File: src/rtl/base_fifo_sync.sv
// Synchronous FIFO, Depth words, standard or first-word-fall-through read; flags registered from next count.
// Define BASE_FIFO_SYNC_ERRFLAG_EN to add sticky Overflow/Underflow outputs.
module base_fifo_sync #(
  parameter int Width          = 8,
  parameter int Depth          = 12,
  parameter int FirstWordFall  = 0,
  parameter int ProgFullValue  = 9,
  parameter int ProgEmptyValue = 2,
  parameter int DataCountWidth = $clog2(Depth + 1)
) (
  input  logic                      Clk,
  input  logic                      ResetN,
  input  logic                      Write,
  input  logic [Width-1:0]          Din,
  input  logic                      Read,
  output logic [Width-1:0]          Dout,
  output logic                      Valid,
  output logic                      Full,
  output logic                      Empty,
  output logic                      ProgFull,
  output logic                      ProgEmpty,
  output logic [DataCountWidth-1:0] DataCount
`ifdef BASE_FIFO_SYNC_ERRFLAG_EN
  ,
  output logic                      Overflow,
  output logic                      Underflow
`endif
);

  localparam int AW = (Depth > 1) ? $clog2(Depth) : 1;
  localparam logic [AW-1:0] LastPtr = AW'(Depth - 1);
  localparam logic [AW-1:0] PtrOne  = AW'(1);
  localparam logic [DataCountWidth-1:0] CntOne   = DataCountWidth'(1);
  localparam logic [DataCountWidth-1:0] CntDepth = DataCountWidth'(Depth);
  localparam logic [DataCountWidth-1:0] CntPf    = DataCountWidth'(ProgFullValue);
  localparam logic [DataCountWidth-1:0] CntPe    = DataCountWidth'(ProgEmptyValue);

  if (Depth < 2 || Depth > 4096) begin : g_bad_depth
    $error("base_fifo_sync: Depth must be within 2..4096");
  end
  if (!(ProgEmptyValue < ProgFullValue && ProgFullValue <= Depth)) begin : g_bad_prog
    $error("base_fifo_sync: need ProgEmptyValue < ProgFullValue <= Depth");
  end

  logic [Width-1:0]          mem_q [Depth];
  logic [AW-1:0]             wptr_q, wptr_d, rptr_q, rptr_d;
  logic [DataCountWidth-1:0] cnt_q, cnt_d;
  logic [Width-1:0]          dout_q, dout_d;
  logic                      valid_q, valid_d;
  logic                      full_q, empty_q, empty_d, pfull_q, pempty_q;
  logic                      wr_en, pop, mem_rd;

  always_comb begin
    wr_en = Write & ~full_q;
    if (FirstWordFall != 0) begin
      // Count includes the output register, so memory holds words iff count exceeds valid.
      pop     = Read & valid_q;
      mem_rd  = (cnt_q != DataCountWidth'(valid_q)) & (~valid_q | pop);
      valid_d = mem_rd | (valid_q & ~pop);
    end else begin
      pop     = Read & ~empty_q;
      mem_rd  = pop;
      valid_d = pop;
    end

    dout_d = mem_rd ? mem_q[rptr_q] : dout_q;

    wptr_d = wptr_q;
    if (wr_en) wptr_d = (wptr_q == LastPtr) ? '0 : wptr_q + PtrOne;
    rptr_d = rptr_q;
    if (mem_rd) rptr_d = (rptr_q == LastPtr) ? '0 : rptr_q + PtrOne;

    cnt_d = cnt_q;
    if (wr_en && !pop)      cnt_d = cnt_q + CntOne;
    else if (!wr_en && pop) cnt_d = cnt_q - CntOne;

    empty_d = (FirstWordFall != 0) ? ~valid_d : (cnt_d == '0);
  end

  // Storage is deliberately left out of reset.
  always_ff @(posedge Clk) begin
    if (wr_en) mem_q[wptr_q] <= Din;
  end

  always_ff @(posedge Clk or negedge ResetN) begin
    if (!ResetN) begin
      wptr_q   <= '0;
      rptr_q   <= '0;
      cnt_q    <= '0;
      dout_q   <= '0;
      valid_q  <= 1'b0;
      full_q   <= 1'b0;
      empty_q  <= 1'b1;
      pfull_q  <= 1'b0;
      pempty_q <= 1'b1;
    end else begin
      wptr_q   <= wptr_d;
      rptr_q   <= rptr_d;
      cnt_q    <= cnt_d;
      dout_q   <= dout_d;
      valid_q  <= valid_d;
      full_q   <= (cnt_d == CntDepth);
      empty_q  <= empty_d;
      pfull_q  <= (cnt_d >= CntPf);
      pempty_q <= (cnt_d <= CntPe);
    end
  end

`ifdef BASE_FIFO_SYNC_ERRFLAG_EN
  logic ovf_q, unf_q;

  // In FWFT mode empty_q tracks ~valid_q, so one term covers both read styles.
  always_ff @(posedge Clk or negedge ResetN) begin
    if (!ResetN) begin
      ovf_q <= 1'b0;
      unf_q <= 1'b0;
    end else begin
      if (Write & full_q) ovf_q <= 1'b1;
      if (Read & empty_q) unf_q <= 1'b1;
    end
  end

  assign Overflow  = ovf_q;
  assign Underflow = unf_q;
`endif

  assign Dout      = dout_q;
  assign Valid     = valid_q;
  assign Full      = full_q;
  assign Empty     = empty_q;
  assign ProgFull  = pfull_q;
  assign ProgEmpty = pempty_q;
  assign DataCount = cnt_q;

endmodule
File: config.mk
export PLATFORM = sky130hd
export DESIGN_NAME = base_fifo_sync
export DESIGN_NICKNAME = d
export VERILOG_FILES = /design/src/rtl/base_fifo_sync.sv
export SDC_FILE = /design/constraint.sdc
export NUM_CORES = 1
export LEC_CHECK = 0
export ABC_CLOCK_PERIOD_IN_PS = 5010
export BUFFER_PORTS_ARGS = -buffer_cell sky130_fd_sc_hd__clkbuf_2
export CAP_MARGIN = 20
export CORE_ASPECT_RATIO = 0.8
export CORE_UTILIZATION = 65
export DETAILED_ROUTE_END_ITERATION = 8
export PLACE_DENSITY = 0.84
export SYNTH_ARGS = -nofsm -noshare
export SYNTH_HDL_FRONTEND = slang
export SYNTH_SLANG_ARGS = --single-unit
File: constraint.sdc
create_clock -name Clk -period 5.01 [get_ports Clk]
set_input_delay 0.2505 -clock Clk [delete_from_list [all_inputs] [get_ports Clk]]
set_output_delay 0.2505 -clock Clk [all_outputs]
set_load 0.02 [all_outputs]
Yosys cells after proc, flatten, opt, wreduce, memory -nomap -nowiden. Memories as Yosys holds them, arrays and structs flattened. A register that Yosys moved wholly into a read port is not among the register bits. Index checks and enable logic that the tools add are counted.

Word-level logic and storage cells: 34. RAM bits: 96. Output and inout port bits: 17. Bits of input ports: 12. Register bits after elaboration: 17. Memories: 1.

Mux-type cells: 6. Reductions and logical operators: 6. Magnitude comparators: 2. Add/subtract/negate cells: 4. Eq/ne operators: 3. Bitwise gates (word level): 4.

Memory list: mem_q (depth 12, bits a word 8, rd ports 1, clocked after Yosys merged registers in 1, write ports 1, RTL line 45) `logic [Width-1:0] mem_q [Depth];`.

Operators by type and width (count): $mux W4 (4); $add A4 B1 Y4 const B (3); $eq A4 B4 Y1 const B (3); $ge A4 B4 Y1 const B (1); $le A4 B2 Y1 const B (1); $logic_not A4 Y1 (1); $sub A4 B1 Y4 const B (1); $logic_not A1 Y1 (3); $and A1 B1 Y1 (2); $logic_and A1 B1 Y1 (2); $mux W1 (2); $not A1 Y1 (2).

Longest topological paths before layout. Gate-level depths: netlist (run 1).

Word-level depth: 7. Mapped depth: 7.

Worst setup path before layout (run 1). OpenSTA, ideal clock, no wires.

Kind: register to register. Start: reg full_q (netlist: Full). End: mem mem_q[3][0], enable pin. Cell stages (with the launch flop): 5. Arrival: 1.782 ns. Required time: 4.624 ns. Slack: 2.842 ns. Library setup time: 0.386 ns. Path through: dfrtp_1 > nor2b_1 > clkbuf_1 > nand2_1 > nor3_1.

Longest elaborated chain between the ends: 4.

RTL lines: start: declaration (RTL line 50) `logic full_q, empty_q, empty_d, pfull_q, pempty_q;`; start signal: assignment (RTL line 102) `full_q <= (cnt_d == CntDepth);`; $not A1 Y1 (RTL line 54) `wr_en = Write & ~full_q;`; $and A1 B1 Y1 (RTL line 54); $mux W1 (RTL line 82) `if (wr_en) mem_q[wptr_q] <= Din;`; $mux W1 (not written as such) (RTL line 82); end: declaration (RTL line 45).

No other way between the ends.

Worst setup path after layout (run 1).
Start: reg empty_q (netlist: Empty). End: reg pempty_q (netlist: ProgEmpty).

Longest elaborated chain between the ends: 6. Elaborated cells on any way between the ends: 8. Classes of those cells: 1 x order compare; 2 x mux; 2 x bitwise; 3 x reduce/logical.

RTL lines: start: declaration (RTL line 50); start signal: assignment (RTL line 103) `empty_q <= empty_d;`; $not A1 Y1 * (RTL line 61) `pop = Read & ~empty_q;`; $and A1 B1 Y1 * (RTL line 61); $logic_and A1 B1 Y1 or $logic_not A1 Y1 (tied branches) (RTL line 75, 74); $mux W4 or $logic_and A1 B1 Y1 (tied branches) (RTL line 75, 74); $mux W4 * (RTL line 74) `if (wr_en && !pop) cnt_d = cnt_q + CntOne;`; $le A4 B2 Y1 * (RTL line 105) `pempty_q <= (cnt_d <= CntPe);`; end signal: assignment (RTL line 105); end: declaration (RTL line 50).

Every way passes the cells marked *; elsewhere a longest branch is shown, timed or not. A chain may end at the register's enable or synchronous reset.

==> impl_metrics.yaml, run 1 <==
finish:
  fillCellCount: 432
  fin_cells: 469
  n_antenna_cell: 0
  area_growth_syn_to_layout_pct: 16.9
  final_common_cell: "edfxtp_1"
  drive_gt1_frac: 0.223
  finalNetCount: 370
  utilization: 0.787
  final_cell_mix: "edfxtp_1 (96), clkbuf_2 (28), dfrtp_1 (22), mux2i_1 (22), nand2_1 (20)"
pwr:
  pwr-share-comb: 0.250
  p_leak_nw: 2.11
  p_seq_frac: 0.407
  internal_power_mw: 2.49
  peakVddDrop_mv: 0.329
  clock_power_share: 0.343
  p_sw_frac: 0.327
  powerDensity_nw_per_um2: 637
  p_switching_mw: 1.21
status:
  status: "finished, final reports clean"
floorplan:
  die_h_um: 80.3
  coreArea_um2: 7390
  fp.dieW_um: 99.8
  io_pins: 29
  die_area_um2: 8010
  rows: 28
  start_util: 0.673
cts:
  hold_buffers: 1
  clk_latency_ns: 0.51
  htree_levels: 4
  cts_max_path_buffers: 2
  cts_tree: "done"
  cts_setup_buffers: 0
  cts_buffers: 17
  root_buffer: "clkbuf_8"
  clkTransAtPathRegs_ns: 0.06
  cts_resized: 0
  cts_num_sinks: 121
sta:
  timing.fmax_mhz: 425
  rsz0062_at_grt: "no"
  final-hold-violation-count: 0
  hold_slack_ns: 0.0885
  slew_violations: 0
  setup_viol: 0
  fin_crit_sh: 0.470
  setup_tns_ns: 0
  relSlewSlack: 0.314
  skew_ns: 0.0107
  min_period_ns: 2.35
  tightest_slew_ns: 1.03
synth:
  synth_top_area_frac: 0.579
  synth_cells: 318
  yosysWarningCount: 0
  syn_avg_cell_area_um2: 15.6
  synth_edf_count: 96
  syn_nets: 337
  synth_ff_type: "edfxtp_1"
  synth_area_leaders: "edfxtp_1 (58%), dfrtp_1 (12%), mux2i_1 (4.4%)"
  synth_top_cell_by_area: "edfxtp_1"
  synth-seq-cells: 121
  seq_area_frac_synth: 0.706
  synthesis.area_um2: 4980
  synth-async-reset-ratio: 0.207
  synthDistinctLibCells: 44
setup_path:
  arrival_ns: 2.75
  path_class: "reg2reg"
  worst-endpoint-required_ns: 5.40
  cp_cell_sequence: "nand2b_2, inv_2, or4b_4, and3_4, nor4_1"
  path_max_fanout: 18
  critPathSlowestCell: "or4b_4"
  crit_path_max_incr_delay_ns: 0.59
  cp-start-kind: "flop"
  r2r.worst_path.cells: 5
  endpoint_kind: "flop"
routing:
  firstDrtPassIters: 5
  ant_nets: 0
  drt_iter0_drc: 180
  via_count: 2899
  avgViaCountPerCell: 6.18
  wl_um: 10000
  wire_per_inst_um: 21.4
  drc: 0
grt:
  grt_usage: 0.285
  grt_pass1_wl_um: 15600
  grt_pass1_vias: 2895
  antenna_found_initial: 0
  grt_overflow: 0
  grt_max_degree: 43
worst_hold_path:
  hold_depth: 1
  hold_path_class: "in2reg"
placed_design:
  place_congestion: 0.859
  post-place-cells: 436
  numPortBuffers: 28
  dpl.hpwl_um: 6050
flow_run:
  maxCapViolations: 0
registers in the layout, summed over array words and instances (netlist names):
| signal | count |
|---|---|
| Dout | 8 |
| DataCount | 4 |
| Empty | 1 |
| rptr_q | 4 |
| Valid | 1 |
| Full | 1 |
| wptr_q | 4 |
| ProgEmpty | 1 |
| ProgFull | 1 |
| mem_q | 96 |
path summary, 6_finish.rpt:
check,from,endpoint,slack (ns)
max,Empty,ProgEmpty,2.66
min,Din[6],mem_q[3][6],0.09
max reg2reg,Empty,ProgEmpty,2.66
min reg2reg,Dout[3],Dout[3],0.53
max in group asynchronous,ResetN,rptr_q[2],4.24
min in group asynchronous,ResetN,wptr_q[2],0.30
cells in the mapped netlist, types with 6 or more instances:
library cell and count:
o21ai_0 14, mux4_2 9, nor2_1 6, nor2b_1 8, nand2_1 20, clkbuf_1 6, a22oi_1 14, a211oi_1 7
inv_1 6, nand3_1 7, dfrtp_1 23, edfxtp_1 96, and2_1 13, buf_2 6, mux2i_1 22, ha_1 7
metrics by stage:
stage	total power, mW	worst slack (ns)	cell area [um^2]
2_1_floorplan	2.14	2.84	4980
3_3_place_gp	2.38	2.82	5180
3_5_place_dp	2.42	2.71	5180
4_1_cts	3.72	2.67	5820
5_1_grt	3.87	2.55	5820
6_report	3.70	2.66	5820
power groups by stage:
| stage | combinational, mW | sequential, mW | clock (mW) |
|---|---|---|---|
| final | 0.926 | 1.51 | 1.27 |
| after global routing | 0.999 | 1.54 | 1.33 |
| after floorplan | 0.678 | 1.46 | 0 |
| after detailed placement | 0.898 | 1.52 | 0 |
| after global placement | 0.868 | 1.51 | 0 |
| after CTS | 0.922 | 1.51 | 1.29 |
worst max-delay path, delay by kind of cell (launching register included):
family	cells	cell delay, ns
buffers and inverters	1	0.19
flip-flops	1	0.55
AND/OR/NAND/NOR	4	1.51
layout make-up:
class	count	area (um^2)	area share
multi-input cells	174	1360	0.234
clock inverters	15	213	0.0366
clock buffers	17	414	0.0712
flip-flops and latches	121	3510	0.604
well taps	105	131	0.0226
repair buffers	30	158	0.0271
inverters	7	26.3	0.00452
layer usage:
layer | up-vias | part of all wire | global-route usage
li1 | 1297 | - | -
met1 | 1459 | 0.43 | 0.393
met2 | 125 | 0.49 | 0.434
met3 | 18 | 0.069 | 0.0705
met4 | 0 | 0.018 | 0.137
met5 | - | 0 | 0
cell families after synthesis:
kind of cell	count (synthesis)	synth area share
compound gates	51	0.0686
xor+xnor	4	0.00704
fa+ha+maj	7	0.0176
buf+inv	23	0.0204
flops	121	0.706
mux	35	0.0940
simple gates	77	0.0867
Power figures use the tool's default switching activity.
==> inputs of run 2 (changes only) <==
==> config.mk (replaced) <==
export PLATFORM = sky130hd
export DESIGN_NAME = base_fifo_sync
export DESIGN_NICKNAME = d
export VERILOG_FILES = /design/src/rtl/base_fifo_sync.sv
export SDC_FILE = /design/constraint.sdc
export NUM_CORES = 1
export LEC_CHECK = 0
export ABC_CLOCK_PERIOD_IN_PS = 2200
export BUFFER_PORTS_ARGS = -buffer_cell sky130_fd_sc_hd__clkbuf_2
export CAP_MARGIN = 20
export CORE_ASPECT_RATIO = 0.8
export CORE_UTILIZATION = 60
export DETAILED_ROUTE_END_ITERATION = 8
export PLACE_DENSITY = 0.79
export SYNTH_ARGS = -nofsm -noshare
export SYNTH_HDL_FRONTEND = slang
export SYNTH_SLANG_ARGS = --single-unit
==> constraint.sdc (replaced) <==
create_clock -name Clk -period 2.2 [get_ports Clk]
set_input_delay 0.11 -clock Clk [delete_from_list [all_inputs] [get_ports Clk]]
set_output_delay 0.11 -clock Clk [all_outputs]
set_load 0.02 [all_outputs]
==> run 2 against run 1 <==
  * Utilization shrank 3.8 points
  * Via count grew 0.79%
  * Power grew 130%
  * Sequential power grew 120%
  * Worst hold slack lost 0.040 ns
  * Routed wire length grew 3.2%
  * Sequential share of layout area shrank 1.7 points
  * Critical path depth is the same
  * Register-to-register slack lost 2.4 ns
  * Critical path type unchanged
==> impl_metrics.yaml, run 2 (same netlist as run 1, synthesis figures left out) <==
sta:
  final-hold-violation-count: 0
  timing.fmax_mhz: 528
  skew_ns: 0.00470
  tightest_slew_ns: 0.688
  setup_viol: 0
  relSlewSlack: 0.540
  fin_crit_sh: 0.862
  rsz0062_at_grt: "no"
  setup_tns_ns: 0
  slew_violations: 0
  min_period_ns: 1.90
finish:
  fin_area_um2: 5980
  multi_input_area_um2: 1360
  seqCellArea_um2: 3510
  fillCellCount: 470
  drive_gt1_frac: 0.234
  final_common_cell: "edfxtp_1"
  largest_reg_flops: 96
  area_growth_syn_to_layout_pct: 20.2
  utilization: 0.749
  n_antenna_cell: 0
  final_cell_mix: "edfxtp_1 (96), clkbuf_2 (28), dfrtp_1 (22), mux2i_1 (22), nand2_1 (20)"
  regMostFlops: "mem_q"
  finalNetCount: 386
routing:
  via_count: 2922
  ant_nets: 0
  firstDrtPassIters: 5
  wire_per_inst_um: 21.2
  avgViaCountPerCell: 5.99
  drc: 0
  drt_iter0_drc: 348
  wl_um: 10400
setup_path:
  endpoint_kind: "flop"
  critPathTopFamily: "simple AND/OR/NAND/NOR gates"
  crit_path_max_incr_delay_ns: 0.57
  arrival_ns: 2.31
  cp_num_buf_inv: 1
  cp_cell_sequence: "nand2b_2, inv_2, or4b_4, and3_4, nor4_1"
  path_max_fanout: 9
  cp-start-kind: "flop"
  worst-endpoint-required_ns: 2.61
  path_class: "reg2reg"
  critPathSlowestCell: "or4b_4"
placed_design:
  place_area_um2: 5250
  dpl.hpwl_um: 6360
  numPortBuffers: 28
  place_congestion: 0.870
floorplan:
  die_area_um2: 8660
  die_h_um: 83.5
  coreArea_um2: 7980
  fp.dieW_um: 104
  rows: 29
  start_util: 0.623
  io_pins: 29
pwr:
  powerDensity_nw_per_um2: 1450
  p_leak_nw: 2.20
  peakVddDrop_mv: 0.815
cts:
  cts_tree: "done"
  htree_levels: 4
  clk_latency_ns: 0.51
  cts_buffers: 17
  root_buffer: "clkbuf_8"
  cts_resized: 0
  cts_num_sinks: 121
  clkTransAtPathRegs_ns: 0.06
  cts_max_path_buffers: 2
worst_hold_path:
  hold_path_class: "in2reg"
grt:
  grt_usage: 0.273
  grt_overflow: 0
  antenna_found_initial: 0
  grt_pass1_wl_um: 17000
  grt_pass1_vias: 2981
  grt_max_degree: 26
flow_run:
  maxCapViolations: 0
status:
  status: "finished, final reports clean"
run 2: changes by cell type in the layout (fill, tap and decap cells not counted):
cell / before / now
buf_4: 1 / 9
dlygate4sd3_1: 1 / 9
inv_6: 6 / 2
clkinv_2: 0 / 2
bufinv_16: 4 / 5
clkbuf_8: 1 / 2
clkinv_4: 2 / 3
clkinvlp_4: 3 / 2
run 2: worst reg2reg max path, stage by stage, from the launching register on:
cell and delay, ns:
dfstp_2 0.55, nand2b_2 0.13, inv_2 0.08, or4b_4 0.57, and3_4 0.20, nor4_1 0.28
run 2: through the flow:
step	hold slack [ns]	setup slack [ns]	std cells	total power, mW
after global routing	0.0559	0.180	488	9.06
after global placement	0.175	0.367	447	5.52
after detailed placement	0.183	0.307	447	5.60
after CTS	0.0168	0.282	488	8.67
after floorplan	-0.186	0.0317	318	4.87
final	0.0486	0.304	488	8.65
run 2: routing by layer:
layer  up-vias  global-route usage  wire length [um]
li1       1328                   -                 -
met1      1444               0.408              4710
met2       136               0.387              4710
met3        14              0.0671               804
met4         0               0.116               140
met5         -                   0                 0
run 2: timing repair:
action                                  4_1_cts  5_1_grt
endpoints found under the setup margin        0        0
hold buffers                                  9        0
setup buffers                                 0        0
endpoints found under the hold margin       119        0
run 2: power breakdown:
part           switching [mW]  internal (mW)  total, mW
sequential              0.381           2.92       3.30
combinational            1.37          0.964       2.34
clock                    1.02           1.99       3.01
total                    2.78           5.87       8.65
run 2: final timing paths:
kind                                     end  cells past startpoint     from  slack, ns
min in group asynchronous       DataCount[0]                      2   ResetN       0.16
worst max register to register         Empty                      5    Empty       0.30
worst min register to register       Dout[7]                      2  Dout[7]       0.53
worst max-delay path                   Empty                      5    Empty       0.30
worst min-delay path                   Valid                      4     Read       0.05
max in group asynchronous          rptr_q[2]                      2   ResetN       1.56
run 2: final cells by class:
type                       count  share of cell area
sequential                   121               0.587
multi-input combinational    174               0.228
clock buffer                  18              0.0715
timing repair buffer          46              0.0498
clock inverter                14              0.0366
tap                          108              0.0226
inverter                       7             0.00439
